--- config.mk ---
export PLATFORM = sky130hd
export DESIGN_NAME = vend_ctrl
export DESIGN_NICKNAME = d
export VERILOG_FILES = /design/src/rtl/vend_ctrl.sv
export SDC_FILE = /design/constraint.sdc
export NUM_CORES = 1
export LEC_CHECK = 0
export CAP_MARGIN = 20
export CORE_MARGIN = 3
export CORE_UTILIZATION = 45
export DETAILED_ROUTE_END_ITERATION = 8
export PLACE_DENSITY = 0.76
export SETUP_SLACK_MARGIN = 0.05
export SYNTH_ARGS = -nofsm -noshare
export SYNTH_HDL_FRONTEND = slang
export SYNTH_SLANG_ARGS = --single-unit
--- constraint.sdc ---
create_clock -name clk -period 3.7 [get_ports clk]
set_clock_uncertainty 0.1 [all_clocks]
set_input_delay 0.74 -clock clk [delete_from_list [all_inputs] [get_ports clk]]
set_output_delay 0.74 -clock clk [all_outputs]
set_load 0.005 [all_outputs]
--- src/rtl/vend_ctrl.sv ---
// Vending-machine controller: accumulates coin credit in nickels, dispenses on reaching PRICE,
// then pays out the remainder (or a cancelled credit) as a paced train of single-nickel pulses.
module vend_ctrl #(
  parameter  int PRICE      = 3,
  parameter  int CHANGE_GAP = 1,
  localparam int CREDIT_W   = $clog2(PRICE + 5)
) (
  input  logic                clk,
  input  logic                rst_n,
  input  logic                nickel,
  input  logic                dime,
  input  logic                quarter,
  input  logic                cancel,
  output logic                candy,
  output logic                change,
  output logic                coin_reject,
  output logic [CREDIT_W-1:0] credit,
  output logic                busy
);

  localparam int TOT_W = CREDIT_W + 1;
  localparam int GAP_W = (CHANGE_GAP > 1) ? $clog2(CHANGE_GAP) : 1;

  localparam logic [TOT_W-1:0]    PRICE_T    = TOT_W'(PRICE);
  localparam logic [CREDIT_W-1:0] MAX_CREDIT = CREDIT_W'(PRICE + 4);
  localparam logic [GAP_W-1:0]    GAP_LOAD   = GAP_W'(CHANGE_GAP - 1);

  typedef enum logic [1:0] {IDLE, VEND, CHG_ON, CHG_OFF} state_t;

  state_t              state_q, state_nxt;
  logic [CREDIT_W-1:0] credit_nxt;
  logic [GAP_W-1:0]    gap_q, gap_nxt;
  logic [3:0]          coin_sum;
  logic [TOT_W-1:0]    tot;
  logic                coin_in;

  always_comb begin
    coin_sum   = {3'b000, nickel} + {2'b00, dime, 1'b0} + (quarter ? 4'd5 : 4'd0);
    tot        = {1'b0, credit} + TOT_W'(coin_sum);
    coin_in    = nickel | dime | quarter;
    state_nxt  = state_q;
    credit_nxt = credit;
    gap_nxt    = gap_q;
    case (state_q)
      IDLE: begin
        // A refund that would overflow the credit register is held at its ceiling.
        if (cancel && (tot != '0)) begin
          state_nxt  = CHG_ON;
          credit_nxt = (tot > {1'b0, MAX_CREDIT}) ? MAX_CREDIT : tot[CREDIT_W-1:0];
        end else if (tot >= PRICE_T) begin
          state_nxt  = VEND;
          credit_nxt = CREDIT_W'(tot - PRICE_T);
        end else begin
          credit_nxt = tot[CREDIT_W-1:0];
        end
      end
      VEND: begin
        state_nxt = (credit != '0) ? CHG_ON : IDLE;
      end
      CHG_ON: begin
        if (credit != '0) credit_nxt = credit - CREDIT_W'(1);
        state_nxt = CHG_OFF;
        gap_nxt   = GAP_LOAD;
      end
      CHG_OFF: begin
        if (gap_q == '0) state_nxt = (credit != '0) ? CHG_ON : IDLE;
        else             gap_nxt   = gap_q - GAP_W'(1);
      end
      default: state_nxt = IDLE;
    endcase
  end

  // Outputs are registered from the next state so they line up with the state they decode.
  always_ff @(posedge clk or negedge rst_n) begin
    if (!rst_n) begin
      state_q     <= IDLE;
      credit      <= '0;
      gap_q       <= '0;
      candy       <= 1'b0;
      change      <= 1'b0;
      busy        <= 1'b0;
      coin_reject <= 1'b0;
    end else begin
      state_q     <= state_nxt;
      credit      <= credit_nxt;
      gap_q       <= gap_nxt;
      candy       <= (state_nxt == VEND);
      change      <= (state_nxt == CHG_ON);
      busy        <= (state_nxt != IDLE);
      coin_reject <= (state_q != IDLE) && coin_in;
    end
  end

endmodule

# Word-level counts from Yosys, hierarchy flattened
# Index checks and enable logic that the tools add are counted.
[classes]
bitwise = 2
reduce_logical = 10
muxes = 13
add_sub_neg = 6
eq_ne = 6
order_cmp = 2
[op_table]
columns = ["operator", "count"]
rows = [
  ["3-bit 2-to-1 mux", 5],
  ["2-bit 2-to-1 mux", 4],
  ["2-bit one-hot mux with 4 select lines", 1],
  ["2-bit nonzero test", 4],
  ["2-bit equality test (second input constant)", 3],
  ["3-bit one-hot mux with 2 select lines", 1],
  ["3-bit by 3-bit adder with 4-bit output", 1],
  ["3-bit by 4-bit adder with 4-bit output", 1],
  ["2-bit by 1-bit equality test with 1-bit output (second input constant)", 2],
  ["4-bit by 2-bit >= comparator with 1-bit output (second input constant)", 1],
  ["4-bit by 3-bit > comparator with 1-bit output (second input constant)", 1],
  ["4-bit nonzero test", 1],
  ["1-bit by 2-bit adder with 3-bit output", 1],
  ["3-bit nonzero test", 1],
  ["3-bit by 1-bit subtractor with 3-bit output (second input constant)", 1],
  ["3-bit by 2-bit subtractor with 3-bit output (second input constant)", 1],
  ["1-bit logical AND", 2],
  ["2-bit zero test", 1],
  ["2-bit inequality test (second input constant)", 1],
  ["1-bit bitwise OR", 2],
  ["1-bit one-hot mux with 2 select lines", 1],
  ["2-bit AND reduction", 1],
  ["1-bit 2-to-1 mux", 1],
  ["1-bit subtractor (second input constant)", 1],
]
[word_totals]
register_bits = 10
out_inout_bits = 7
input_bits = 6
elab_cells = 46

# Longest topological paths before layout
[logic_depth]
ltp_word = 8
mapped_depth = 10

# Worst setup path after synthesis
# OpenSTA, ideal clock, no wires.
[synth_path]
path_type = "in2reg"
from = "input nickel"
to = "register credit[0]"
setup_slack_ns = 0.713
n_path_buf = 0
setup_ns = 0.124
stages = 9
arrival_ns = 2.762
required_ns = 3.476
path_cell_list = "fa_1 > inv_1 > fa_1 > ha_1 > and4bb_1 > a211oi_2 > or2_4 > and3_1 > o21ai_1"
[synth_between]
elab_chain_len = 7
[synth_rtl]
columns = ["item", "line_no", "text"]
rows = [
  ["start, declared", "10", "input logic nickel,"],
  ["1-bit by 2-bit adder with 3-bit output (*)", "38", "coin_sum = {3'b000, nickel} + {2'b00, dime, 1'b0} + (quarter ? 4'd5 : 4'd0);"],
  ["3-bit by 3-bit adder with 4-bit output (*)", "38", ""],
  ["3-bit by 4-bit adder with 4-bit output (*)", "39", "tot = {1'b0, credit} + TOT_W'(coin_sum);"],
  ["4-bit by 2-bit >= comparator with 1-bit output (tied with other cells)", "50", "end else if (tot >= PRICE_T) begin"],
  ["3-bit 2-to-1 mux (tied with other cells)", "50", ""],
  ["3-bit 2-to-1 mux (*)", "47", "if (cancel && (tot != '0)) begin"],
  ["3-bit one-hot mux with 2 select lines (*)", "44", "case (state_q)"],
  ["end signal, assigned", "85", "credit <= credit_nxt;"],
  ["end, declared", "17", "output logic [CREDIT_W-1:0] credit,"],
]
# Every way passes the cells marked *; elsewhere a longest branch is shown, timed or not.
# A chain may end at the register's enable or synchronous reset.

# Worst setup path in the final report
[layout_path]
from = "input quarter"
to = "register credit[0]"
[layout_between]
elab_chain_len = 7
[layout_rtl]
columns = ["item", "line_no", "text"]
rows = [
  ["start, declared", "12", "input logic quarter,"],
  ["3-bit 2-to-1 mux (*)", "38", ""],
  ["3-bit by 3-bit adder with 4-bit output (*)", "38", ""],
  ["3-bit by 4-bit adder with 4-bit output (*)", "39", ""],
  ["4-bit by 2-bit >= comparator with 1-bit output (tied with other cells)", "50", ""],
  ["3-bit 2-to-1 mux (tied with other cells)", "50", ""],
  ["3-bit 2-to-1 mux (*)", "47", ""],
  ["3-bit one-hot mux with 2 select lines (*)", "44", ""],
]
# Marks and branches as above.

==> run_results.csv <==
group,metric,value,unit
grt,grt_most_used_layer,"met2",
cts,post_cts.resized_instances,0,
synthesis,synth_edf_count,0,
synthesis,synth_ff_type,"sky130_fd_sc_hd__dfrtp_1",
finish,fillCellCount,126,
sta,finalSetupViolations,0,
placed_design,portBuffers,12,
synthesis,synth_cell_types,29,
synthesis,sequential_to_total_area_share_from_yosys_stat,33.5,%
power,power_per_cell_area,825,mW/mm2
sta,whs,0.439,ns
power,ir_drop,382,uV
power,static_leakage,0.371,nW
grt,grt_pass1_wl,2460,um
drt,route.detailed.vias_per_inst,5.90,
sta,timing.fmax,0.300,GHz
sta,timing.setup.tns,0,ns
synthesis,synth_nets,86,
hold_path,hold_path_class,"reg2reg",
sta,slew_headroom,75.0,%
critical_path,startpoint_type,"input port",
flow_run,maxCapViolCount,0,
die,ioPinCount,13,
cts,cts.repair_timing.setup_buffer_count,0,
drt,routed_wirelength,1440,um
placed_design,detailedPlace.worstSlack,0.100,ns
cts,clock_network_latency_to_the_later_pin_of_the_worst_skew_pair,0.26,ns
placed_design,post_dp_cell_area,808,um2
finish,layout.cells.non_filler,102,
cts,cts_buffers,3,
grt,antenna_found_initial,0,
critical_path,worstPathMaxFanout,4,
sta,maxSlewViolCount,0,
drt,route.vias.total,602,
placed_design,hpwlAfterDp,1160,um
die,core_region_area,0.00135,mm2
grt,met1_usage,20.1,%
finish,multi_input_comb_area,410,um2
finish,layout.nets,102,
sta,timing_worst_slew_pin_value,0.374,ns
die,chipWidth,44.7,um
grt,grt_util_met3,4.07,%
cts,cts.sink_count,9,
sta,hold_violations,0,
synthesis,yosys_warnings,0,
placed_design,place_congestion,0.850,
run_status,status,"completed",
die,design.die.area,0.00200,mm2
finish,layout_area_growth_over_synthesis,24.0,%
drt,drt_drc_violations_left,0,
grt,groute.usage.overall,17.3,%
synthesis,ys_top_cells_by_area,"sky130_fd_sc_hd__dfrtp_1 33%, sky130_fd_sc_hd__ha_1 11%, sky130_fd_sc_hd__fa_1 5.9%, sky130_fd_sc_hd__a21oi_1 5.2%, sky130_fd_sc_hd__inv_1 5.0%",
drt,detailedRoute.firstIterationViolations,9,
sta,grt_setup_unrepaired,"no",
placed_design,placedCellCount,98,
sta,postLayoutSetupSlackWorst,0.372,ns
grt,gr-usage-met2,29.2,%
drt,route.antenna.remaining_nets,0,
grt,overflow,0,
synthesis,syn-cell-area,673,um2
grt,grt_max_degree,12,
synthesis,yosys.area.top_type_share,33.5,%
cts,ctsLongestPathBuffers,2,
drt,post_drt_wl_per_cell,14.1,um
synthesis,synth_largest_area_cell,"sky130_fd_sc_hd__dfrtp_1",
cts,hold_buffers,0,
finish,final_design_area_no_fill,835,um2
grt,number_of_global_route_vias_before_repair,585,
synthesis,syn-instance-count,72,
drt,detail_route.first_pass.iterations,6,
critical_path,setup.worst_path.end_class,"register",
die,die_h,44.7,um
critical_path,worst-endpoint-arrival,3.37,ns
finish,num_antenna_cells,0,
critical_path,setup.worst_path.class,"in2reg",
synthesis,synth-seq-cells,9,
cts,cts-htree-levels,1,
cts,clkTransAtPathRegs,0.06,ns
die,floorplan.initialDensity,49.9,%
synthesis,postSynth.asyncResetShare,100,%
finish,layout-drive-gt1-share,6.90,%
die,floorplan.rows,13,
synthesis,post_synth.cell_area_avg,9.35,um2
sta,period_needed,3.33,ns
finish,area.sequential,225,um2
critical_path,worst-endpoint-required,3.75,ns
sta,timing.final.crit_share,89.9,%
cts,ctsRootBufferMaster,"sky130_fd_sc_hd__clkbuf_4",
cts,cts_tree,"built",
worst max-delay path, stage by stage:
cell                              delay (ns)
sky130_fd_sc_hd__clkdlybuf4s50_1        0.47
sky130_fd_sc_hd__fa_1                   0.45
sky130_fd_sc_hd__inv_1                  0.09
sky130_fd_sc_hd__fa_1                   0.46
sky130_fd_sc_hd__ha_1                   0.24
sky130_fd_sc_hd__and4bb_1               0.21
sky130_fd_sc_hd__a211oi_2               0.32
sky130_fd_sc_hd__or2_4                  0.20
sky130_fd_sc_hd__and3_1                 0.15
sky130_fd_sc_hd__o21ai_1                0.06
cells in the mapped netlist, drive strengths merged, types with 2 or more instances:
cell	n
and4bb	2
xnor2	2
nor4b	2
dfrtp	9
nor3	4
ha	6
nand2	2
nor2	4
nor2b	3
fa	2
o21ai	4
a21oi	7
o221ai	2
inv	9
layer usage:
layer  wire [um]  up-vias
li1            -      285
met1         603      281
met2         675       32
met3         117        4
met4          44        0
met5           0        -
registers in the layout (all words and copies together), names as in the netlist:
name,flops
coin_reject,1
change,1
credit,3
state_q,2
busy,1
candy,1
cell usage in the layout, fill, tap and decap left out, types with 2 or more instances in the layout:
| cell | count |
|---|---|
| sky130_fd_sc_hd__a21oi_1 | 7 |
| sky130_fd_sc_hd__and4bb_1 | 2 |
| sky130_fd_sc_hd__clkbuf_4 | 3 |
| sky130_fd_sc_hd__clkdlybuf4s50_1 | 12 |
| sky130_fd_sc_hd__dfrtp_1 | 9 |
| sky130_fd_sc_hd__fa_1 | 2 |
| sky130_fd_sc_hd__ha_1 | 6 |
| sky130_fd_sc_hd__inv_1 | 9 |
| sky130_fd_sc_hd__nand2_1 | 2 |
| sky130_fd_sc_hd__nor2_1 | 4 |
| sky130_fd_sc_hd__nor2b_1 | 3 |
| sky130_fd_sc_hd__nor3_1 | 4 |
| sky130_fd_sc_hd__nor4b_1 | 2 |
| sky130_fd_sc_hd__o21ai_0 | 2 |
| sky130_fd_sc_hd__o21ai_1 | 2 |
| sky130_fd_sc_hd__o221ai_1 | 2 |
| sky130_fd_sc_hd__xnor2_1 | 2 |
stage by stage:
step	util, %	power (mW)
2_1_floorplan	-	0.476
3_3_place_gp	59.9	0.591
3_5_place_dp	59.9	0.612
4_1_cts	61.8	0.692
5_1_grt	61.8	0.757
6_report	61.8	0.689
layout make-up:
type / instances / share of cell area (%)
repair buffers: 12 / 14.4
inverters: 9 / 4.05
flip-flops and latches: 9 / 27.0
well taps: 15 / 2.25
multi-input cells: 53 / 49.2
clock buffers: 4 / 3.15
where the power goes:
part           internal, mW  total (mW)  leakage [nW]  switching [mW]
clock                0.0415      0.0748        0.0150          0.0333
sequential            0.135       0.188        0.0991          0.0526
combinational         0.217       0.426         0.256           0.209
total                 0.394       0.689         0.371           0.295
worst paths after layout:
path	start	to	slack (ns)	depth (start not counted)
min in group asynchronous	rst_n	coin_reject	0.66	1
max in group asynchronous	rst_n	state_q[1]	2.57	1
hold / removal	state_q[1]	candy	0.44	1
setup reg to reg	credit[0]	credit[0]	0.88	9
setup / recovery	quarter	credit[0]	0.37	10
hold reg to reg	state_q[1]	candy	0.44	1
kinds of logic (layout without fill, tap and decap cells):
family | count (synthesis) | count (layout) | share of synthesized area [%]
muxes | 1 | 1 | 1.49
buffers and inverters | 10 | 25 | 5.58
and+or+nand+nor | 23 | 23 | 21.4
DFF | 9 | 9 | 33.5
AOI/OAI and AO/OA | 19 | 19 | 18.4
xor gates and xnor gates | 2 | 2 | 2.60
adders and majority gates | 8 | 8 | 17.1
Note: power is estimated with default switching activity, not from simulation.
